### src/rtl/operand_fetch.sv
// Decode/operand-fetch stage: register file read with write-through bypass, RAW hazard interlock.
// Latency 1 cycle; stall holds upstream while a source matches the EX or Q writer tag, flush wins over stall.
module operand_fetch #(
   parameter logic [15:0] NOP  = 16'h0000,
   parameter int          NREG = 8
) (
   input  logic        CLK,
   input  logic        RSTN,
   input  logic [15:0] ir_in,
   input  logic [15:0] pc_in,
   input  logic        valid_in,
   input  logic        flush,
   input  logic        wb_en,
   input  logic [2:0]  wb_addr,
   input  logic [15:0] wb_data,
   output logic        stall,
   output logic [15:0] ir,
   output logic [15:0] pc,
   output logic [15:0] sr1,
   output logic [15:0] sr2,
   output logic [2:0]  dst,
   output logic        wr,
   output logic        valid_out
);

   typedef struct packed {
      logic       vld;
      logic [2:0] dst;
   } tag_t;

   logic [15:0] rf [NREG];
   logic [1:0]  op;
   logic [2:0]  fd, fs, ft;
   logic [4:0]  func;
   logic        rd_s, rd_t, is_wr;
   logic        hit_s, hit_t, issue;
   logic [15:0] opa, opb;
   tag_t        ex_tag, q_tag;

   assign op   = ir_in[15:14];
   assign fd   = ir_in[13:11];
   assign fs   = ir_in[10:8];
   assign ft   = ir_in[7:5];
   assign func = ir_in[4:0];

   always_comb begin
      rd_s  = 1'b0;
      rd_t  = 1'b0;
      is_wr = 1'b0;
      case (op)
         2'b11: begin
            is_wr = 1'b1;
            rd_s  = 1'b1;
         end
         2'b00: begin
            if (func == 5'b00010 || func == 5'b00100 || func == 5'b00101) begin
               is_wr = 1'b1;
               rd_s  = 1'b1;
               rd_t  = 1'b1;
            end
         end
         2'b01: begin
            if (fs == 3'b000) is_wr = 1'b1;
         end
         default: begin
            if (fd == 3'b001 || fd == 3'b010) rd_s = 1'b1;
         end
      endcase
   end

   // Only instructions that will actually write a register are worth tracking.
   assign ex_tag = '{vld: valid_out & wr, dst: dst};

   function automatic logic tag_hit(input tag_t tg, input logic [2:0] a);
      return tg.vld && (tg.dst == a);
   endfunction

   assign hit_s = rd_s && (tag_hit(ex_tag, fs) || tag_hit(q_tag, fs));
   assign hit_t = rd_t && (tag_hit(ex_tag, ft) || tag_hit(q_tag, ft));
   assign stall = valid_in && !flush && (hit_s || hit_t);
   assign issue = valid_in && !flush && !stall;

   assign opa = (wb_en && wb_addr == fs) ? wb_data : rf[fs];
   assign opb = (wb_en && wb_addr == ft) ? wb_data : rf[ft];

   always_ff @(posedge CLK or negedge RSTN) begin
      if (!RSTN) begin
         for (int i = 0; i < NREG; i++) rf[i] <= '0;
      end else if (wb_en) begin
         rf[wb_addr] <= wb_data;
      end
   end

   always_ff @(posedge CLK or negedge RSTN) begin
      if (!RSTN) begin
         q_tag     <= '0;
         ir        <= NOP;
         pc        <= '0;
         sr1       <= '0;
         sr2       <= '0;
         dst       <= '0;
         wr        <= 1'b0;
         valid_out <= 1'b0;
      end else begin
         q_tag <= ex_tag;
         if (issue) begin
            ir        <= ir_in;
            pc        <= pc_in;
            sr1       <= opa;
            sr2       <= opb;
            dst       <= fd;
            wr        <= is_wr;
            valid_out <= 1'b1;
         end else begin
            // Bubble: pc, operands and dst keep their last values.
            ir        <= NOP;
            wr        <= 1'b0;
            valid_out <= 1'b0;
         end
      end
   end

endmodule

### config.mk
export PLATFORM = sky130hd
export DESIGN_NAME = operand_fetch
export DESIGN_NICKNAME = d
export VERILOG_FILES = /design/src/rtl/operand_fetch.sv
export SDC_FILE = /design/constraint.sdc
export NUM_CORES = 1
export LEC_CHECK = 0
export CAP_MARGIN = 20
export CELL_PAD_IN_SITES_DETAIL_PLACEMENT = 0
export CELL_PAD_IN_SITES_GLOBAL_PLACEMENT = 1
export CORE_MARGIN = 8
export CORE_UTILIZATION = 35
export CTS_BUF_LIST = sky130_fd_sc_hd__clkbuf_8
export CTS_CLUSTER_DIAMETER = 30
export DETAILED_ROUTE_END_ITERATION = 16
export GPL_TIMING_DRIVEN = 0
export MAX_ROUTING_LAYER = met4
export PLACE_DENSITY = 0.65
export SLEW_MARGIN = 5
export SYNTH_ARGS = -nofsm -noshare
export SYNTH_HDL_FRONTEND = slang
export SYNTH_SLANG_ARGS = --single-unit
### constraint.sdc
create_clock -name CLK -period 2.44 [get_ports CLK]
set_input_delay 0.366 -clock CLK [delete_from_list [all_inputs] [get_ports CLK]]
set_output_delay 0.366 -clock CLK [all_outputs]
set_load 0.005 [all_outputs]
==> run_results.csv, run 1 <==
group,metric,value,unit
outcome,run_status,"finished clean",
cts,max_root_sink_buffers,3,
timing,timing.fmax,0.444,GHz
timing,rsz0062_at_grt,"no",
global_routing,first_pass_grt_wire_length,42.7,mm
cells_and_area,mostFrequentLayoutCell,"sky130_fd_sc_hd__dfrtp_1",
synth,yosysSeqAreaShare,50.3,%
min_path,worstHoldEndpoint,"rf[1]",
detailed_routing,vias_per_cell,5.18,
power,cellLeakagePower,5.27,nW
synth,synth_compound_area_share,2.34,%
die,die_x,185,um
cells_and_area,layout-drive-gt1-share,43.5,%
placed_design,dpl-instance-area,11500,um^2
synth,synth-seq-cells,201,
synth,synth_cell_type_count,31,
global_routing,grt_max_degree,119,
die,initial_utilization,35.2,%
synth,syn_inst,675,
setup_path,setup.reg_to_reg.worst_slack,0.25,ns
setup_path,path_cells,"xnor2_1 > nand4_1 > a21oi_2 > o21ai_0 > nor3_1 > clkbuf_2",
min_path,hold_depth,2,
setup_path,setup.worst_path.end_class,"primary output",
synth,avgSynthCellArea,14.8,um^2
detailed_routing,vias,6458,
timing,worst_clock_skew,0.0310,ns
timing,whs,0.132,ns
synth,synth_simple_gate_area_share,3.81,%
setup_path,worstPathRequired,2.07,ns
timing,report.final.setup_viol,0,
placed_design,io_buffer_count,101,
cts,clkSlewWorstSetupHoldPaths,0.06,ns
cells_and_area,layout.cells.most_common_list,"198 x sky130_fd_sc_hd__dfrtp_1, 175 x sky130_fd_sc_hd__mux2_2, 98 x sky130_fd_sc_hd__clkdlybuf4s50_1",
synth,portion_of_netlist_area_occupied_by_mux_cells,37.8,%
synth,synth_nets,731,
synth,synth_top_family_by_area,"multiplexers",
timing,tightest_slew,1.03,ns
cells_and_area,fin_area,12600,um^2
setup_path,worst_path_largest_cell_delay,0.44,ns
cells_and_area,n_fill_cell,2653,
die,die-height,185,um
detailed_routing,antenna_violating_nets_post_route,0,
min_path,min-delay-path-class,"in2reg",
setup_path,arrival,1.89,ns
timing,final_period_demand_of_the_worst_path,2.25,ns
setup_path,critical_path.n_buffers_inverters,1,
detailed_routing,wl_per_cell,22.4,um
die,fp.coreArea,28400,um^2
synth,post_synth_xor_area_fraction,1.67,%
cts,number_of_cts_inserted_buffers,44,
placed_design,dp.final_hpwl,18.4,mm
setup_path,critical-path-top-delay-family,"flip-flops",
cts,worstSkewPairLatency,0.54,ns
detailed_routing,drc,0,
setup_path,timing.rr.start,"dst[0]",
cells_and_area,finish.net_count,884,
global_routing,first_global_vias,7145,
cells_and_area,area_delta_synth_final,26.0,%
timing,timing.final.hold_violations,0,
detailed_routing,detailedRoute.firstIterationViolations,385,
synth,synth_area,9990,um^2
cts,clock_sink_count,201,
cells_and_area,num_antenna_cells,0,
job,drv.max_cap_violation_count,0,
global_routing,globalRouteTotalUtil,16.9,%
placed_design,globalplace.congestion,0.776,
timing,final.period_utilization,92.4,%
setup_path,critical_path_peak_fanout,5,
setup_path,cpMaxStageDelayCell,"sky130_fd_sc_hd__dfrtp_2",
setup_path,worstSetupStartpointType,"flop",
cts,cts_htree_levels,2,
cts,clk_root_buffer_cell,"sky130_fd_sc_hd__clkbuf_8",
setup_path,timing.rr.end,"sr1[3]",
timing,finalMaxSlewViolations,0,
die,fp.dieArea,34200,um^2
cells_and_area,seq_area,5030,um^2
min_path,hold_path.startpoint,"wb_data[1]",
setup_path,rr_worst_depth,7,
die,row_count,62,
global_routing,initial_antenna_violation_count,0,
power,p_per_area,902,nW/um^2
die,floorplan.io_pins,126,
power,worst_ir_drop_vdd,0.272,mV
setup_path,setup.worst_path.class,"reg2out",
detailed_routing,initial_drt_pass_iterations,5,
synth,synthAdderAreaFrac,0,%
synth,yosysWarningCount,0,
global_routing,grt_overflow_total,0,
cts,cts_tree,"done",
detailed_routing,routed_wirelength,27.9,mm
timing,worst_rel_slew_slack,30.8,%
cells_and_area,multiInputGateArea,4590,um^2
-- where the power goes --
| part | leakage [nW] | total (mW) | switching (mW) | internal, mW |
|---|---|---|---|---|
| registers | 2.43 | 4.59 | 0.489 | 4.10 |
| logic | 2.30 | 2.67 | 0.934 | 1.74 |
| clock network | 0.545 | 4.10 | 1.56 | 2.54 |
| total | 5.27 | 11.4 | 2.98 | 8.38 |
-- kinds of logic (layout without fill, tap and decap cells) --
group / Yosys count / after routing
compound gates: 41 / 41
mux: 275 / 275
flops: 201 / 201
simple gates: 71 / 71
xor+xnor: 19 / 19
buf+inv: 68 / 255
-- state kept, by name, indices dropped and copies added (netlist names) --
signal and flops:
pc 16, ir 16, valid_out 1, q_tag 4, dst 3, sr2 16, rf 128, wr 1
sr1 16
-- per-stage QoR --
stage	utilization [%]	std cells	setup TNS [ns]	setup WS [ns]	power, mW
after global placement	40.5	1160	-1459.86	-7.15	7.20
after floorplan	-	675	0	0.440	6.11
final	44.4	1246	0	0.186	11.4
after detailed placement	40.6	1161	-27.89	-0.421	7.33
after global routing	44.4	1246	0	0.0645	12.0
after CTS	44.2	1244	0	0.0317	11.5
-- worst max-delay path by stage --
stage                        start  endpoint  slack [ns]  depth (start not counted)
after floorplan           ir_in[6]    pc[13]        0.44                          7
after global placement        RSTN    pc[10]       -7.15                          1
after detailed placement  ir_in[7]    sr1[0]       -0.42                          8
after CTS                 q_tag[2]     stall        0.03                          6
after global routing      q_tag[1]     stall        0.06                          6
final                       dst[1]     stall        0.19                          6
-- cell type report --
cell class | instances | area share [%]
repair buffers | 107 | 8.58
flip-flops and latches | 201 | 40.0
plain buffers | 64 | 3.14
well taps | 384 | 3.81
clock buffers | 54 | 5.90
clock inverters | 26 | 2.02
multi-input cells | 406 | 36.5
inverters | 4 | 0.119
-- cell usage after synthesis (all sizes together) --
master,n,area [um^2]
dfrtp,201,5030
o41ai,1,27.5
nor4,1,6.26
nand4,7,43.8
nand2b,1,6.26
xnor2,18,158
nor2b,1,6.26
o21ai,4,20.0
a21boi,1,7.51
nor3b,3,32.5
nand4b,3,26.3
clkbuf,17,63.8
inv,4,15.0
mux2,179,2020
nand2,2,7.51
o2111ai,1,8.76
buf,47,327
nor2,32,120
and2,17,106
nor3,4,25.0
a21oi,34,170
xor2,1,8.76
mux2i,32,320
mux4,64,1440
-- metal layers --
layer / vias to the layer above / wire length, um / GRT usage (%)
li1: 2807 / - / -
met1: 3387 / 12300 / 21.6
met2: 209 / 13100 / 26.2
met3: 55 / 1740 / 4.02
met4: 0 / 674 / 5.41
met5: - / 0 / -
-- worst register-to-register path: stages, from the launching register on --
cell,delay (ns)
sky130_fd_sc_hd__dfrtp_2,0.43
sky130_fd_sc_hd__buf_4,0.15
sky130_fd_sc_hd__xnor2_1,0.11
sky130_fd_sc_hd__nand4_1,0.09
sky130_fd_sc_hd__nand2_1,0.10
sky130_fd_sc_hd__o41ai_4,0.57
sky130_fd_sc_hd__buf_6,0.29
sky130_fd_sc_hd__mux2_2,0.36
-- repair_timing --
action | 4_1_cts | 5_1_grt
setup buffers | 2 | 2
hold buffers | 1 | 0
pin swaps | 2 | 4
hold endpoints to repair | 83 | 0
resized for setup | 3 | 12
endpoints found under the setup margin | 1 | 4
Power figures use the tool's default switching activity.
==> run 2, diff against run 1 <==
--- a/config.mk
+++ b/config.mk
@@ -5,7 +5,7 @@
 export SDC_FILE = /design/constraint.sdc
 export NUM_CORES = 1
 export LEC_CHECK = 0
-export CAP_MARGIN = 20
+export CAP_MARGIN = 10
 export CELL_PAD_IN_SITES_DETAIL_PLACEMENT = 0
 export CELL_PAD_IN_SITES_GLOBAL_PLACEMENT = 1
 export CORE_MARGIN = 8
==> results of run 2 <==
Same layout as run 1: the final DEF is identical, and so are final timing and power.
==> patch: new RTL, settings of run 1 <==
`NREG`: 8 -> 16.
--- a/src/rtl/operand_fetch.sv
+++ b/src/rtl/operand_fetch.sv
@@ -2,7 +2,7 @@
 // Latency 1 cycle; stall holds upstream while a source matches the EX or Q writer tag, flush wins over stall.
 module operand_fetch #(
    parameter logic [15:0] NOP  = 16'h0000,
-   parameter int          NREG = 8
+   parameter int          NREG = 16
 ) (
    input  logic        CLK,
    input  logic        RSTN,
Function: same outputs for any inputs over 4 cycles, from zero or initial values and one cycle with RSTN low; that may be too few to reach the edited logic, so the function may still have changed.
==> patch against run 1 <==
Design area up 0.26%. Synthesized area increased by 0.55%. Routed wire length is 2.7% higher. Sequential cell count unchanged. Fmax shrank 1.3%. Synthesized cell count is the same. Cell count about the same. Power down 0.35%. Worst setup slack worse by 0.030 ns. Largest cell class unchanged.
==> patch: results (changes against run 1) <==
Power and ir drop
  • P_leak: 5.28 nW (about the same)

Finish
  • Layout cells sized above 1: 0.437 (+0.00232)
  • Multi-input combinational area share: 0.362 (-0.00242)
  • Signal buffers share of area: 0.121 (+0.00386)
  • Clock buffers: 56 (+3.7%)
  • Fillers: 2586 (-2.5%)
  • FF+latch area: 0.00503 mm^2 (about the same)
  • FF+latch count: 201 (unchanged)
  • Clock network contribution to total cell area: 0.0791 (-0.000105)
  • Inverters, non-clock: 3 (-1)

STA
  • Worst-margin pin slew: 1.09 ns (+0.0564 ns)
  • Clock Skews: 0.0198 ns (-0.0112 ns)

Global routing
  • GRT met1 Usage: 0.204 (-0.0119)
  • Total GRT Usage: 0.174 (+0.00566)
  • Met3 usage: 0.0428 (+0.00255)
  • Initial antenna violation count: 1 (+1)

Logic synthesis
  • Synth top cells by count: dfrtp_1 (201), mux2_2 (167), mux4_2 (64), a21oi_1 (34), nor2_1 (33)
  • Sequential area share after synthesis: 0.501 (-0.00276)
  • Compound-Gate Fraction of Synth Area: 0.0220 (-0.00137)
  • Synth Cell Area: 0.0100 mm^2 (+0.55%)
  • Top post-synthesis cells by area: dfrtp_1 (50%), mux2_2 (19%), mux4_2 (14%)

Place
  • Placed cell areas: 0.0116 mm^2 (+0.43%)
  • DP HPWL: 18800 um (+2.0%)
  • Final GP Congestion: 0.811 (+4.5%)
  • Place WS: -0.294 ns (+0.127 ns)

Worst setup path
  • Crit-path leading delay family: buffers and inverters
  • CP Launch Point: ir_in[4]
  • Crit path DAT: 1.92 ns (+0.03 ns)
  • Reg2Reg Setup Slack: 0.48 ns (+0.23 ns)
  • Slowest CP cell: clkdlybuf4s50_1
  • R2r endpoint: sr2[8]

Routing
  • DR WL met3: 2080 um (+19%)
  • Starting DRT DRC Count: 312 (-19%)
  • Via density per instance: 5.21 (+0.45%)
  • Per-cell routed wire length: 22.9 um (+2.6%)
  • First-pass iteration count of the detailed router: 4 (-1)
  • WL met2: 13900 um (+5.7%)

Status
  • Status: completed
[patch: what timing repair did]
action / CTS / global route
hold buffers: 1 / 0
buffers inserted: 3 / 0
endpoints found under the hold margin: 91 / 0
resized for setup: 10 / 0
endpoints found under the setup margin: 1 / 0
[patch: power groups by stage]
| stage | logic [mW] | clock network [mW] | registers, mW |
|---|---|---|---|
| finish | 2.66 | 4.05 | 4.61 |
| global route | 2.88 | 4.36 | 4.72 |
| CTS | 2.71 | 4.17 | 4.61 |
| detailed placement | 2.68 | 0 | 4.66 |
| global placement | 2.62 | 0 | 4.61 |
| floorplan | 1.59 | 0 | 4.53 |
[patch: worst min path at each step]
| stage | to | from | slack [ns] |
|---|---|---|---|
| final | rf[164] | wb_data[4] | 0.14 |
| after detailed placement | rf[192] | RSTN | 0.44 |
| after CTS | rf[130] | wb_data[2] | 0.11 |
| after global placement | pc[4] | pc[4] | 0.47 |
| after global routing | rf[248] | wb_data[8] | 0.12 |
| after floorplan | dst[0] | RSTN | 0.07 |
[patch: kinds of logic (layout without fill, tap and decap cells)]
| family | Yosys count | after routing |
|---|---|---|
| AOI/OAI and AO/OA | 40 | 40 |
| xor gates and xnor gates | 19 | 19 |
| buffers and inverters | 67 | 254 |
| DFF | 201 | 201 |
| muxes | 275 | 275 |
| other | 0 | 1 |
| and+or+nand+nor | 73 | 73 |
[patch: metrics by stage]
stage | util | cells | power, mW | hold slack [ns]
after global placement | 0.405 | 1160 | 7.24 | 0.469
after global routing | 0.444 | 1247 | 12.0 | 0.119
final | 0.444 | 1247 | 11.3 | 0.140
after CTS | 0.443 | 1246 | 11.5 | 0.107
after detailed placement | 0.406 | 1161 | 7.35 | 0.444
after floorplan | - | 675 | 6.11 | 0.0704
